File: src/rtl/tdo_shift_scheduler.sv
// rtl/tdo_shift_scheduler.sv - round-robin arbitrated, MSB-first TDO serializer
// Grants one requester, latches its word and shifts it out on each shift_en cycle.
module tdo_shift_scheduler #(
   parameter int NUM_REQ = 2,
   parameter int WIDTH   = 32
) (
   input  logic                       clk,
   input  logic                       rst_n,
   input  logic [NUM_REQ-1:0]         req,
   input  logic [NUM_REQ*WIDTH-1:0]   data_in,
   input  logic                       shift_en,
   input  logic                       abort,
   output logic [NUM_REQ-1:0]         gnt,
   output logic                       busy,
   output logic                       tdo,
   output logic                       done,
   output logic [$clog2(WIDTH+1)-1:0] bits_left
);
   localparam int BW = $clog2(WIDTH+1);
   localparam int IW = $clog2(NUM_REQ);

   typedef enum logic [1:0] {S_IDLE, S_SHIFT, S_DONE} state_t;

   state_t             r_state;
   logic [NUM_REQ-1:0] r_gnt;
   logic               r_busy;
   logic               r_tdo;
   logic               r_done;
   logic [BW-1:0]      r_bits;
   logic [WIDTH-1:0]   r_shreg;
   logic [IW-1:0]      r_last;

   logic [IW-1:0]      w_sel;
   logic [IW-1:0]      w_idx;
   logic               w_any;

   // Search starts one past the last grant so the previous winner is considered last.
   always_comb begin
      w_sel = r_last;
      w_idx = '0;
      w_any = 1'b0;
      for (int k = 1; k <= NUM_REQ; k++) begin
         w_idx = IW'((int'(r_last) + k) % NUM_REQ);
         if (!w_any && req[w_idx]) begin
            w_any = 1'b1;
            w_sel = w_idx;
         end
      end
   end

   always_ff @(posedge clk or negedge rst_n) begin
      if (!rst_n) begin
         r_state <= S_IDLE;
         r_gnt   <= '0;
         r_busy  <= 1'b0;
         r_tdo   <= 1'b0;
         r_done  <= 1'b0;
         r_bits  <= '0;
         r_shreg <= '0;
         r_last  <= IW'(NUM_REQ - 1);
      end else begin
         r_gnt  <= '0;
         r_done <= 1'b0;
         case (r_state)
            S_IDLE: begin
               if (w_any) begin
                  r_shreg <= data_in[w_sel*WIDTH +: WIDTH];
                  r_gnt   <= NUM_REQ'(1) << w_sel;
                  r_last  <= w_sel;
                  r_busy  <= 1'b1;
                  r_bits  <= BW'(WIDTH);
                  r_state <= S_SHIFT;
               end
            end
            S_SHIFT: begin
               // abort wins over shift_en; tdo keeps the last bit already driven
               if (abort) begin
                  r_busy  <= 1'b0;
                  r_bits  <= '0;
                  r_state <= S_IDLE;
               end else if (shift_en) begin
                  r_tdo   <= r_shreg[WIDTH-1];
                  r_shreg <= {r_shreg[WIDTH-2:0], 1'b0};
                  r_bits  <= r_bits - BW'(1);
                  if (r_bits == BW'(1)) begin
                     r_done  <= 1'b1;
                     r_state <= S_DONE;
                  end
               end
            end
            S_DONE: begin
               r_busy  <= 1'b0;
               r_bits  <= '0;
               r_state <= S_IDLE;
            end
            default: r_state <= S_IDLE;
         endcase
      end
   end

   assign gnt       = r_gnt;
   assign busy      = r_busy;
   assign tdo       = r_tdo;
   assign done      = r_done;
   assign bits_left = r_bits;
endmodule

File: config.mk
export PLATFORM = sky130hd
export DESIGN_NAME = tdo_shift_scheduler
export DESIGN_NICKNAME = d
export VERILOG_FILES = /design/src/rtl/tdo_shift_scheduler.sv
export SDC_FILE = /design/constraint.sdc
export NUM_CORES = 1
export LEC_CHECK = 0
export ABC_AREA = 1
export BUFFER_PORTS_ARGS = -buffer_cell sky130_fd_sc_hd__buf_2
export CAP_MARGIN = 30
export CORE_MARGIN = 1.5
export CORE_UTILIZATION = 25
export CTS_CLUSTER_SIZE = 25
export DETAILED_ROUTE_END_ITERATION = 8
export PLACE_DENSITY = 0.52
export SLEW_MARGIN = 40
export SYNTH_ARGS = -nofsm -noshare
export SYNTH_HDL_FRONTEND = slang
export SYNTH_SLANG_ARGS = --single-unit
export TNS_END_PERCENT = 5
File: constraint.sdc
create_clock -name clk -period 1.69 [get_ports clk]
set_input_delay 0.338 -clock clk [delete_from_list [all_inputs] [get_ports clk]]
set_output_delay 0.338 -clock clk [all_outputs]
set_load 0.01 [all_outputs]
Yosys cells after proc, flatten, opt, wreduce, memory -nomap -nowiden

Index checks and enable logic that the tools add are counted.

Shift operators: 2
Eq/ne operators: 9
Order comparisons: 2
Add/sub/neg operators: 3
Reduce and logical (&&, ||, !) cells: 11
Muxes and demuxes: 30
Bitwise operators: 1

Operators with widths:

| cell                | count |
|---|---|
| $mux 32             | 3 |
| $pmux 32 s2         | 1 |
| $shiftx 64x7->32    | 1 |
| $mux 6              | 3 |
| $pmux 6 s3          | 1 |
| $mux 1              | 14 |
| $mux 2              | 6 |
| $reduce_and 3->1    | 4 |
| $ne 2x2->1 const B  | 4 |
| $eq 6x1->1 const B  | 1 |
| $ne 3x3->1 const B  | 2 |
| $sub 6x1->6 const B | 1 |
| $lt 1x2->1 const B  | 2 |
| $pmux 2 s2          | 1 |
| $reduce_and 4->1    | 1 |
| $pmux 1 s3          | 1 |
| $reduce_bool 3->1   | 1 |
| $add 1x1->1 const B | 2 |
| $eq 2x1->1 const B  | 1 |
| $eq 2x2->1 const B  | 1 |
| $logic_not 2->1     | 1 |
| $reduce_and 2->1    | 1 |
| $reduce_bool 2->1   | 1 |
| $shl 1x1->2 const A | 1 |
| 3 further kinds     | 3 |

Word-level logic and storage cells: 66
Input bits: 70
Flip-flop bits (word level): 46

Logic depth before layout (Yosys ltp)

Gate-level depths: netlist of run 1.

Depth after elaboration: 10
Depth in mapped cells: 11
Depth with buffers taken out: 10

Least setup slack after synthesis of run 1

Ideal clock, no wire load.

Path type: reg2reg
From: register r_state[1]
To: register r_shreg[16]
Arrival: 1.330 ns
Clock period less this slack: 1.447 ns
Buffers on the path: 2
Required time: 1.573 ns
Cell stages (with the launch flop): 11
Setup time: 0.117 ns
Setup slack: 0.243 ns
Cell sequence: dfrtp_1 > inv_1 > ha_1 > inv_2 > buf_6 > nand2_2 > nand2_2 > nand2_4 > buf_2 > nand2_1 > nand2_1

Word-level cells in the longest chain between the ends: 3

Ends and longest elaborated chain:

| item                                                                    | line | source |
|---|---|---|
| from (decl)                                                             | 24   | `state_t r_state;` |
| from (signal assigned)                                                  | 53   | `r_state <= S_IDLE;` |
| from (signal assigned)                                                  | 72   | `r_state <= S_SHIFT;` |
| from (signal assigned)                                                  | 80   | `r_state <= S_IDLE;` |
| $eq 2x1->1 / $logic_not 2->1 (equally long branches)                    | 64   | `case (r_state)` |
| $ne 2x2->1 (no source line) / $reduce_bool 2->1 (equally long branches) | --   |  |
| $reduce_and 4->1 (no source line)                                       | --   |  |
| to (signal assigned)                                                    | 67   | `r_shreg <= data_in[w_sel*WIDTH +: WIDTH];` |
| to (signal assigned)                                                    | 83   | `r_shreg <= {r_shreg[WIDTH-2:0], 1'b0};` |
| to (decl)                                                               | 30   | `logic [WIDTH-1:0] r_shreg;` |

Parallel ways exist; a longest one is shown, timed or not.
A chain may end at the register's enable or synchronous reset.

Worst setup path in the final report of run 1

From: register r_state[1]
To: register r_shreg[0]

Same word-level chain as after synthesis.

==> results of run 1 <==
state kept, by name (all words and copies together) (netlist names):
register / cells
tdo: 1
r_shreg: 32
r_last: 1
gnt: 2
done: 1
r_state: 2
busy: 1
bits_left: 6
repair_timing:
action / CTS / global route
setup endpoints to repair: 16 / 36
pin swaps: 0 / 0
hold endpoints to repair: 11 / 0
gates resized for setup: 1 / 6
hold buffers: 1 / 0
setup buffers: 0 / 1
cloned: 0 / 0
critical path: cells and delay by family, from the launching register on:
family	cells	cell delay, ns
compound gates	1	0.07
buf+inv	3	0.35
fa+ha+maj	1	0.20
flops	1	0.41
simple gates	5	0.41
cells in the final DEF (no fill, tap or decap), types with 3 or more instances in the layout:
| cell | Yosys | layout |
|---|---|---|
| buf_4 | 3 | 9 |
| o21ai_0 | 5 | 5 |
| nand2_1 | 114 | 113 |
| or2_2 | 3 | 3 |
| buf_2 | 13 | 80 |
| nand3_2 | 30 | 30 |
| inv_1 | 13 | 13 |
| a21oi_1 | 10 | 10 |
| dfrtp_1 | 45 | 45 |
| nor2_1 | 15 | 14 |
| nand3_1 | 71 | 71 |
| nand2_2 | 3 | 4 |
| or2_1 | 28 | 28 |
| ha_1 | 6 | 5 |
| clkbuf_16 | 0 | 5 |
cells by family after synthesis:
kind of cell	share of synthesized area, %
compound gates	2.74
flops	38.8
mux	0.379
fa+ha+maj	2.53
buf+inv	7.93
simple gates	47.6
path summary, 6_finish.rpt:
path,startpoint,to,slack [ns],cells past startpoint
worst min register to register,r_shreg[22],r_shreg[22],0.47,2
worst max register to register,r_state[1],r_shreg[0],0.11,10
worst min-delay path,shift_en,done,0.35,3
min in group asynchronous,rst_n,r_shreg[13],0.50,2
worst max-delay path,r_state[1],r_shreg[0],0.11,10
max in group asynchronous,rst_n,r_shreg[25],0.69,3
metal layers:
layer  routed length, um  up-vias  part of all wire (%)
met2                3440       67                    45
met5                   0        -                     0
met3                 314        6                   4.1
met4                  75        0                  0.98
li1                    -     1381                     -
met1                3790     1214                    50
final cells by class:
type | instances | area, um^2 | share of cell area, %
Tap cell | 143 | 179 | 4.87
Timing Repair Buffer | 94 | 541 | 14.7
Multi-Input combinational cell | 293 | 1590 | 43.2
Clock inverter | 3 | 18.8 | 0.511
Inverter | 16 | 72.6 | 1.97
Clock buffer | 5 | 125 | 3.40
Sequential cell | 46 | 1150 | 31.3
through the flow:
step / worst slack (ns) / instance area [um^2] / total power (W)
after floorplan: 0.243 / 2970 / 0.00528
after CTS: 0.0327 / 3650 / 0.00710
after detailed placement: -0.00855 / 3490 / 0.00605
after global routing: -0.0264 / 3680 / 0.00780
final: 0.113 / 3680 / 0.00706
after global placement: 0.0525 / 3490 / 0.00597
report_power, final:
group	switching, W	internal [W]
registers	0.000281	0.00166
logic	0.00258	0.00155
clock network	0.000445	0.000549
==> results.toml, run 1 <==
[run_status]
status = "complete, but fails checks"
violations = "DRC"

[worst_setup_path]
cp_data_arrival_time_ns = 1.75
max_stage_delay_ns = 0.41
path_max_fanout = 33
cp_cell_sequence = "inv_1 -> ha_2 -> inv_2 -> nor2_8 -> nand2_4 -> nand2_2 -> nand2_4 -> buf_12 -> nand2_1 -> o21ai_0"
critPathSlowestCell = "dfrtp_1"
cp-end-kind = "flop"
critPathRequiredTime_ns = 1.86
cp-start-kind = "flop"
setup.worst_path.class = "reg2reg"
cpMostUsedCell = "nand2_4"

[logic_synthesis]
yosys_warnings = 0
yosysTopAreaCellShare_pct = 37.9
netlist_top_cells_count = "nand2_1 (114), nand3_1 (71), dfrtp_1 (45)"
synth.most_common_cell = "nand2_1"
synth_edf_count = 0
ys_seq_elements = 46
synthTopCellsByArea = "dfrtp_1 (38%), nand2_1 (14%), nand3_1 (12%), nand3_2 (10%), or2_1 (5.9%)"
ys_types = 26
netlist_area_um2 = 2970
syn_nets = 454
yosysTopAreaCell = "dfrtp_1"
async_flop_share_pct = 100
synth-seq-area-share_pct = 38.8
synthCells = 378
synthFlopType = "dfrtp_1"
post_synth.cell_area_avg_um2 = 7.85

[timing]
final_max_slew_viol_count = 0
finalHoldViolations = 0
final-setup-viol-count = 0
rsz0062_at_grt = "true"
post-route-period-util_pct = 93.3
fin_crit_ns = 1.58
slew_headroom_pct = 75.3
timing.fmax_mhz = 634
fin_setup_tns_ns = 0
tightest_slew_ns = 0.370
hold_ws_ns = 0.348
skew_ns = 0.00856

[routing]
drt_iter0_drc = 162
via_per_inst = 4.45
vias = 2668
ant_nets = 0
firstDrtPassIters = 6
drc = 8
wire_per_inst_um = 12.7
finalWirelength_um = 7620

[final_layout]
area_growth_pct = 23.9
stdcell_count = 600
nets = 532
fin_util_pct = 31.9
layout-drive-gt1-share_pct = 32.4
n_antenna_cell = 0
fillers = 1257

[die]
start_util_pct = 25.8
die_y_um = 112
dieWidth_um = 112
dieArea_um2 = 12500
coreArea_um2 = 11500
io_pins = 81
num_rows = 39

[global_routing]
grt-ovfl-total = 0
use_met3_pct = 2.45
grt_pass1_vias = 2676
grt_pass1_wl_um = 13000
grt_max_degree = 34
antenna_found_initial = 0
groute.layer.met2.usage_pct = 20.5
grtUsageMet1_pct = 17.9
grt_use_total_pct = 12.8
busiest_layer = "met2"

[clock_network]
cts_buffers = 5
cts.sinks = 46
clockBufferDepth = 2
clk_latency_ns = 0.29
clockRootBuffer = "clkbuf_16"
clkTransAtPathRegs_ns = 0.07
cts_max_level = 2
cts_tree = "built"

[power]
leakagePower_nw = 1.89
ir_worst_vdd_mv = 0.859
p_per_area_nw_per_um2 = 1920

[placement]
port_buffers = 80
dpl.hpwl_um = 5500
place.gp.congestion = 0.819
dp.cells = 590

[job]
cap_violations = 0

[hold_path]
hold_class = "in2reg"
No activity file was read; power rests on OpenSTA's default activity.
==> run 2, diff against run 1 <==
--- a/config.mk
+++ b/config.mk
@@ -10,9 +10,10 @@
 export CAP_MARGIN = 30
 export CORE_MARGIN = 1.5
 export CORE_UTILIZATION = 25
+export CTS_BUF_LIST = sky130_fd_sc_hd__clkbuf_4
 export CTS_CLUSTER_SIZE = 25
 export DETAILED_ROUTE_END_ITERATION = 8
-export PLACE_DENSITY = 0.52
+export PLACE_DENSITY_LB_ADDON = 0.08
 export SLEW_MARGIN = 40
 export SYNTH_ARGS = -nofsm -noshare
 export SYNTH_HDL_FRONTEND = slang
==> results.toml, run 2 (synthesized netlist as in run 1, its figures left out) <==
[placement]
post-place-ws_ns = -0.0165
dp.cells = 589
place.gp.congestion = 0.793
dpl.hpwl_um = 5580
port_buffers = 80

[routing]
via_per_inst = 4.47
drc = 16
vias = 2672
finalWirelength_um = 7830
wire_per_inst_um = 13.1
ant_nets = 0
drt_iter0_drc = 148
firstDrtPassIters = 6

[timing]
tightest_slew_ns = 0.324
slew_headroom_pct = 78.1
hold_ws_ns = 0.253
final-setup-viol-count = 0
final_max_slew_viol_count = 0
fin_crit_ns = 1.61
timing.fmax_mhz = 620
setup_ws_ns = 0.0764
finalHoldViolations = 0
post-route-period-util_pct = 95.5
skew_ns = 0.0167
rsz0062_at_grt = "true"

[global_routing]
grt-ovfl-total = 0
grt_use_total_pct = 13.0
grt_pass1_wl_um = 13300
antenna_found_initial = 0
grt_pass1_vias = 2712
grt_max_degree = 47

[hold_path]
hold_class = "in2reg"
min_path_cells = 3

[clock_network]
cts_setup_buffers = 0
cts.sinks = 46
clk_latency_ns = 0.38
cts_buffers = 5
clockBufferDepth = 2
cts_max_level = 2
clkTransAtPathRegs_ns = 0.15
clockRootBuffer = "clkbuf_4"
cts_tree = "built"

[final_layout]
regMostFlops = "r_shreg"
layout_commonest_cell = "nand2_1"
stdcell_count = 598
area_growth_pct = 21.1
largest_reg_flops = 32
nets = 530
n_antenna_cell = 0
final_cell_mix = "nand2_1 (113), buf_2 (80), nand3_1 (71)"
layout-drive-gt1-share_pct = 32.1

[power]
leakagePower_nw = 1.85
p_per_area_nw_per_um2 = 1880
power_w = 0.00674
ir_worst_vdd_mv = 0.683

[die]
die_y_um = 112
io_pins = 81
dieWidth_um = 112
coreArea_um2 = 11500
dieArea_um2 = 12500
num_rows = 39
start_util_pct = 25.8

[worst_setup_path]
cpMostUsedCell = "inv_1"
setup.worst_path.class = "reg2reg"
crit_cells = 8
max_stage_delay_ns = 0.44
path_max_fanout = 6
worstPathBufferInverterCount = 3
cp_cell_sequence = "inv_1 -> ha_2 -> inv_2 -> nor2_8 -> inv_1 -> nor2_1 -> nand3_1 -> o21ai_0"
cp-end-kind = "flop"
rr_worst_depth = 8
crit_family = "simple AND/OR/NAND/NOR gates"
cp_data_arrival_time_ns = 1.91
critPathSlowestCell = "dfrtp_1"
critPathRequiredTime_ns = 1.98
cp-start-kind = "flop"

[run_status]
violations = "DRC"
status = "complete, but fails checks"

[job]
cap_violations = 0
==> run 2: cell types whose count changed in the layout (fill, tap and decap cells not counted), sizes merged <==
cell    previous run  this run
bufinv             0         1
buf               93        91
clkinv             3         2
==> run 2: power breakdown <==
group | switching (W) | internal [W] | total, W
Sequential | 0.000273 | 0.00165 | 0.00192
Combinational | 0.00259 | 0.00151 | 0.00410
Clock | 0.000407 | 0.000315 | 0.000722
Total | 0.00327 | 0.00348 | 0.00674
==> run 2: worst register-to-register path: stages (launching register included) <==
cell	delay, ns
dfrtp_1	0.44
inv_1	0.10
ha_2	0.20
inv_2	0.08
nor2_8	0.14
inv_1	0.09
nor2_1	0.23
nand3_1	0.10
o21ai_0	0.17
==> run 2: per-layer routing <==
| layer | wire length, um | global-route usage [%] | share of wire, % | vias up |
|---|---|---|---|---|
| met1 | 3920 | 17.7 | 50 | 1219 |
| met2 | 3470 | 21.9 | 44 | 65 |
| met4 | 63 | 2.78 | 0.80 | 0 |
| li1 | - | - | - | 1382 |
| met3 | 383 | 2.34 | 4.9 | 6 |
| met5 | 0 | 0 | 0 | - |
==> run 2: final timing paths <==
| kind | startpoint | end | slack, ns |
|---|---|---|---|
| max in group asynchronous | rst_n | r_last | 0.93 |
| worst min-delay path | shift_en | done | 0.25 |
| worst max-delay path | r_state[1] | bits_left[4] | 0.08 |
| min in group asynchronous | rst_n | r_shreg[21] | 0.44 |
| worst min register to register | r_shreg[13] | r_shreg[13] | 0.49 |
| worst max register to register | r_state[1] | bits_left[4] | 0.08 |
==> run 2: repair_timing <==
item,4_1_cts,5_1_grt
hold buffers,1,0
endpoints found under the hold margin,45,0
resized for setup,2,4
setup endpoints to repair,31,38
==> run 2: through the flow <==
stage	utilization [%]	TNS, ns	instance area [um^2]
final	31.2	0	3590
after global routing	31.2	-0.218	3590
after CTS	31.1	0	3580
after detailed placement	30.3	-0.0193	3480
after global placement	30.3	0	3480
after floorplan	-	0	2970
==> run 2: area by class of cell <==
| cell class | instances | area [um^2] |
|---|---|---|
| fill | 1280 | 7920 |
| clock inverter | 3 | 43.8 |
| tap | 143 | 179 |
| timing repair buffer | 92 | 522 |
| inverter | 16 | 72.6 |
| sequential | 46 | 1150 |
| clock buffer | 5 | 37.5 |
| multi-input combinational | 293 | 1590 |
